[src/rtl/pc_seq_pkg.sv]
// Shared types and default widths for the fetch-stage PC sequencer.
// Build macro PC_SEQ_MISALIGN_TRAP_EN adds the TRAP state.
package pc_seq_pkg;

    localparam int PC_W_DEF    = 10;
    localparam int PC_STEP_DEF = 4;

    typedef enum logic [2:0] {
        ST_BOOT,
        ST_FETCH,
        ST_WAIT,
        ST_HALT
`ifdef PC_SEQ_MISALIGN_TRAP_EN
        , ST_TRAP
`endif
    } pc_seq_state_t;

endpackage

[src/rtl/pc_seq_boot_cnt.sv]
// Post-reset boot delay counter; done goes high on the last BOOT cycle.
module pc_seq_boot_cnt #(
    parameter int CYCLES = 2
) (
    input  logic clk,
    input  logic reset,
    input  logic en,
    output logic done
);

    localparam int CW = $clog2(CYCLES + 1);

    logic [CW-1:0] cnt;

    // NOTE: sequential state uses non-blocking assignments so every flop samples pre-edge values.
    always_ff @(posedge clk or negedge reset) begin
        if (!reset) begin
            cnt <= '0;
        end else if (en && !done) begin
            cnt <= cnt + 1'b1;
        end
    end

    assign done = (cnt == CW'(CYCLES - 1));

endmodule

[src/rtl/pc_sequencer.sv]
// Fetch-stage PC sequencer: boot delay, sequential fetch, branch redirect, stall, wait and halt.
// Build macro PC_SEQ_MISALIGN_TRAP_EN traps on branch targets not aligned to PC_STEP.
module pc_sequencer
    import pc_seq_pkg::*;
#(
    parameter int PC_W        = PC_W_DEF,
    parameter int PC_STEP     = PC_STEP_DEF,
    parameter int RESET_PC    = 0,
    parameter int BOOT_CYCLES = 2
) (
    input  logic            clk,
    input  logic            reset,
    input  logic            stall_i,
    input  logic            is_Branch_Taken,
    input  logic [PC_W-1:0] branchPC,
    input  logic            halt_i,
    input  logic            resume_i,
    input  logic            imem_ready,
    output logic            imem_req,
    output logic [PC_W-1:0] imem_addr,
    output logic            fetch_valid,
    output logic [PC_W-1:0] fetch_pc,
    output logic            ifid_en,
    output logic            ifid_flush,
    output logic            trap_o
);

    localparam logic [PC_W-1:0] STEP     = PC_W'(PC_STEP);
    localparam logic [PC_W-1:0] PC_RESET = PC_W'(RESET_PC);

    pc_seq_state_t   state_q, state_d;
    logic [PC_W-1:0] pc_q, pc_d;
    logic [PC_W-1:0] fetch_pc_q, fetch_pc_d;
    logic            fetch_valid_q, fetch_valid_d;
    logic            flush_q, flush_d;
    logic            req_q;
    logic            boot_done;

    pc_seq_boot_cnt #(.CYCLES(BOOT_CYCLES)) u_boot_cnt (
        .clk   (clk),
        .reset (reset),
        .en    (state_q == ST_BOOT),
        .done  (boot_done)
    );

    // NOTE: every always_comb output gets a default first so no path infers a latch.
    always_comb begin
        state_d       = state_q;
        pc_d          = pc_q;
        fetch_pc_d    = fetch_pc_q;
        fetch_valid_d = fetch_valid_q;
        flush_d       = 1'b0;

        case (state_q)
            ST_BOOT: begin
                if (boot_done) state_d = ST_FETCH;
            end
            ST_FETCH, ST_WAIT: begin
                if (is_Branch_Taken) begin
                    fetch_valid_d = 1'b0;
`ifdef PC_SEQ_MISALIGN_TRAP_EN
                    if ((32'(branchPC) % 32'(PC_STEP)) != 32'd0) begin
                        state_d = ST_TRAP;
                    end else begin
                        pc_d    = branchPC;
                        flush_d = 1'b1;
                    end
`else
                    pc_d    = branchPC;
                    flush_d = 1'b1;
`endif
                end else if (state_q == ST_WAIT) begin
                    if (imem_ready) begin
                        fetch_pc_d    = pc_q;
                        fetch_valid_d = 1'b1;
                        pc_d          = pc_q + STEP;
                        state_d       = ST_FETCH;
                    end
                end else if (halt_i) begin
                    state_d       = ST_HALT;
                    fetch_valid_d = 1'b0;
                end else if (stall_i) begin
                    state_d = ST_FETCH;
                end else if (!imem_ready) begin
                    state_d       = ST_WAIT;
                    fetch_valid_d = 1'b0;
                end else begin
                    // Sequential step; the wrap past the top of the address space is intentional.
                    fetch_pc_d    = pc_q;
                    fetch_valid_d = 1'b1;
                    pc_d          = pc_q + STEP;
                end
            end
            ST_HALT: begin
                fetch_valid_d = 1'b0;
                if (is_Branch_Taken) begin
                    pc_d    = branchPC;
                    flush_d = 1'b1;
                end
                if (resume_i) state_d = ST_FETCH;
            end
`ifdef PC_SEQ_MISALIGN_TRAP_EN
            ST_TRAP: begin
                fetch_valid_d = 1'b0;
            end
`endif
            default: begin
                state_d       = ST_BOOT;
                fetch_valid_d = 1'b0;
            end
        endcase
    end

    always_ff @(posedge clk or negedge reset) begin
        if (!reset) begin
            state_q       <= ST_BOOT;
            pc_q          <= PC_RESET;
            fetch_pc_q    <= '0;
            fetch_valid_q <= 1'b0;
            flush_q       <= 1'b0;
            req_q         <= 1'b0;
        end else begin
            state_q       <= state_d;
            pc_q          <= pc_d;
            fetch_pc_q    <= fetch_pc_d;
            fetch_valid_q <= fetch_valid_d;
            flush_q       <= flush_d;
            req_q         <= (state_d == ST_FETCH) || (state_d == ST_WAIT);
        end
    end

`ifdef PC_SEQ_MISALIGN_TRAP_EN
    logic trap_q;

    always_ff @(posedge clk or negedge reset) begin
        if (!reset) trap_q <= 1'b0;
        else        trap_q <= (state_d == ST_TRAP);
    end

    assign trap_o = trap_q;
`else
    assign trap_o = 1'b0;
`endif

    assign imem_req    = req_q;
    assign imem_addr   = pc_q;
    assign fetch_valid = fetch_valid_q;
    assign fetch_pc    = fetch_pc_q;
    assign ifid_flush  = flush_q;
    assign ifid_en     = ((state_q == ST_FETCH) || (state_q == ST_WAIT)) && !stall_i;

endmodule

[config.mk]
export PLATFORM = sky130hd
export DESIGN_NAME = pc_sequencer
export DESIGN_NICKNAME = d
export VERILOG_FILES = /design/src/rtl/pc_seq_pkg.sv /design/src/rtl/pc_seq_boot_cnt.sv /design/src/rtl/pc_sequencer.sv
export SDC_FILE = /design/constraint.sdc
export NUM_CORES = 1
export LEC_CHECK = 0
export ABC_AREA = 1
export ABC_CLOCK_PERIOD_IN_PS = 1700
export CORE_ASPECT_RATIO = 0.75
export CORE_UTILIZATION = 47
export DETAILED_ROUTE_END_ITERATION = 7
export HOLD_SLACK_MARGIN = 0.02
export MAX_ROUTING_LAYER = met4
export PLACE_DENSITY = 0.85
export REMOVE_ABC_BUFFERS = 1
export SLEW_MARGIN = 20
export SYNTH_ARGS = -nofsm -noshare
export SYNTH_HDL_FRONTEND = slang
export SYNTH_SLANG_ARGS = --single-unit
export TNS_END_PERCENT = 30
[constraint.sdc]
create_clock -name clk -period 1.7 [get_ports clk]
set_clock_uncertainty 0.2 [all_clocks]
set_input_delay 0.34 -clock clk [delete_from_list [all_inputs] [get_ports clk]]
set_output_delay 0.34 -clock clk [all_outputs]
set_load 0.1 [all_outputs]
==> results.toml <==
[flow_run]
cap_viol_max_count = 0

[worst_setup_path]
cp-start-kind = "flop"
crit_chain = "inv_2 > nand3_4 > a21oi_4 > buf_12"
critPathRequiredTime_ns = 1.16
reg2reg_to = "imem_addr[3]"
path_class = "reg2out"
cp_slowest_cell = "dfrtp_2"
r2r_cells = 9
critPathCaptureType = "primary output"
r2r_slack_ns = 0.03
r2r-start = "state_q[1]"
max_stage_delay_ns = 0.44
critPathMaxFanout = 3
critPathArrivalTime_ns = 1.25

[clocking]
cts.sinks = 28
cts_tree = "yes"
insertion_delay_ns = 0.27
numCtsBuffers = 3
htreeDepth = 1
cts_buffer_depth = 2
clk_pin_slew_worst_paths_ns = 0.09
root_buffer = "clkbuf_8"

[outcome]
status = "complete, but fails checks"
violations = "negative setup slack"

[pwr]
power_density_mw_per_mm2 = 2081
p_leak_nw = 1.204
vdd_drop_max_mv = 1.613

[finish]
antennaDiodeCount = 0
syn_to_final_growth_pct = 63.17
fill_cells = 160
layoutNonFillerInstCount = 293
nets = 276
drive_above_1_share = 0.2980
fin_util = 0.8244

[placed_design]
routabilityCongestion = 0.9480
portBuffers = 40
dp_cells = 284
dp_hpwl_um = 2520

[worst_hold_path]
hold_class = "in2async"

[logic_synthesis]
synth-main-ff-cell = "dfrtp_1"
synth_most_common_cell = "nand2_1"
yosys_warnings = 0
synth_edf_count = 0
synth_top_cells_by_count = "50 x nand2_1, 28 x dfrtp_1, 27 x inv_1, 21 x nand3_1, 18 x o21ai_0"
ys_seq_area_frac = 0.4624
synthArstFlopShare = 1.000
netlist_area_mm2 = 0.001515
ys_ff_latch = 28
syn_area_per_cell_um2 = 7.770
ys_top_cells_by_area = "dfrtp_1 46%, nand2_1 12%, nand3_1 6.9%"
synthDistinctLibCells = 24
synthCells = 195
synth_top_area_frac = 0.4624
synth_top_cell_by_area = "dfrtp_1"

[grt]
grtUsageTotal = 0.2266
grt_max_degree = 29
grt_overflow = 0
grt_pass1_vias = 1317
grt_first_pass_wirelength_um = 5685
antenna_found_initial = 0

[routing]
drtIter0Drc = 124
wl_met3_um = 281
wl_per_cell_um = 13.92
top_layer = "met4"
met2_length_um = 1953
met1Wirelength_um = 1792
via_per_inst = 5.249
ant_nets = 0
drt_first_pass_iters = 5
wl_um = 4080
vias = 1538
drcViolationCount = 0

[timing]
hold_viol = 0
setup_violations = 1
fin_ws_ns = -0.09201
period_minus_slack_ns = 1.792
slew_viol_final = 0
rsz0062_at_grt = "true"
fmax_ghz = 0.5580
fin_crit_sh = 1.054

[die]
pin_count = 42
die_area_mm2 = 0.003457
rows = 17
die_x_um = 67.56
core_area_mm2 = 0.002999
die_h_um = 51.17
start_util = 0.5052
-- cells in the final DEF, fill, tap and decap left out, drive strengths merged, types with 3 or more instances in the layout --
master	n
nor2	13
inv	32
buf	43
nand3	21
clkdlybuf4s50	16
dfrtp	28
o21ai	30
nand2	55
a21oi	3
clkbuf	3
-- flip-flops by register name, summed over array words and instances, names as in the netlist --
register,flops
u_boot_cnt.cnt,2
state_q,3
fetch_pc,10
imem_req,1
imem_addr,10
ifid_flush,1
fetch_valid,1
-- power by group --
| group | internal, mW | switching (mW) |
|---|---|---|
| clock | 0.159 | 0.193 |
| sequential | 0.920 | 0.330 |
| combinational | 1.24 | 2.31 |
| total | 2.32 | 2.83 |
-- area by class of cell --
class,count,area (um^2),area share
Inverter,32,122.6,0.04960
Sequential cell,28,703.2,0.2844
Tap cell,38,47.55,0.01923
Timing Repair Buffer,59,798.3,0.3229
Clock buffer,3,41.29,0.01670
Multi-Input combinational cell,133,759.5,0.3072
-- cells by family after synthesis --
group	share of synthesized area
compound gates	0.1140
xor+xnor	0.01156
simple gates	0.2931
flops	0.4624
other cells	0.002475
fa+ha+maj	0.01651
buf+inv	0.09991
-- stage by stage --
stage                     hold WS (ns)  setup slack, ns  power [mW]  cell area [um^2]   TNS, ns
after floorplan                -0.1556          -0.9942       3.277              1488    -3.042
after global placement          0.2689          -0.1726       4.515              2281    -2.425
after detailed placement        0.2905          -0.2219       4.572              2281    -3.098
after CTS                       0.2476         -0.05436       5.024              2394  -0.05436
after global routing            0.2809          -0.1564       5.382              2472   -0.3988
final                           0.2359         -0.09201       5.145              2472  -0.09201
-- worst max-delay path by stage --
| stage | start | end | slack [ns] | depth (start not counted) |
|---|---|---|---|---|
| finish | state_q[1] | ifid_en | -0.09 | 4 |
| global route | state_q[0] | ifid_en | -0.16 | 4 |
| CTS | state_q[2] | ifid_en | -0.05 | 4 |
| detailed placement | is_Branch_Taken | imem_addr[8] | -0.22 | 9 |
| global placement | is_Branch_Taken | imem_addr[7] | -0.17 | 9 |
| floorplan | state_q[0] | ifid_en | -0.99 | 3 |
-- repair_timing --
| item | CTS | global route |
|---|---|---|
| gates resized for setup | 9 | 20 |
| pin swaps | 1 | 7 |
| buffers inserted | 4 | 1 |
| gates cloned | 0 | 1 |
| hold buffers | 0 | 0 |
| setup endpoints to repair | 1 | 19 |
-- metal layers --
metal  track usage  vias up
li1              -      738
met1        0.2959      712
met2        0.3564       80
met3       0.06250        8
met4       0.03546        0
met5             -        -
-- critical path, delay by kind of cell (launching register included) --
kind | cells | cell delay (ns)
buf+inv | 2 | 0.28
compound gates | 1 | 0.16
flops | 1 | 0.44
simple gates | 1 | 0.09
Power figures use the tool's default switching activity.
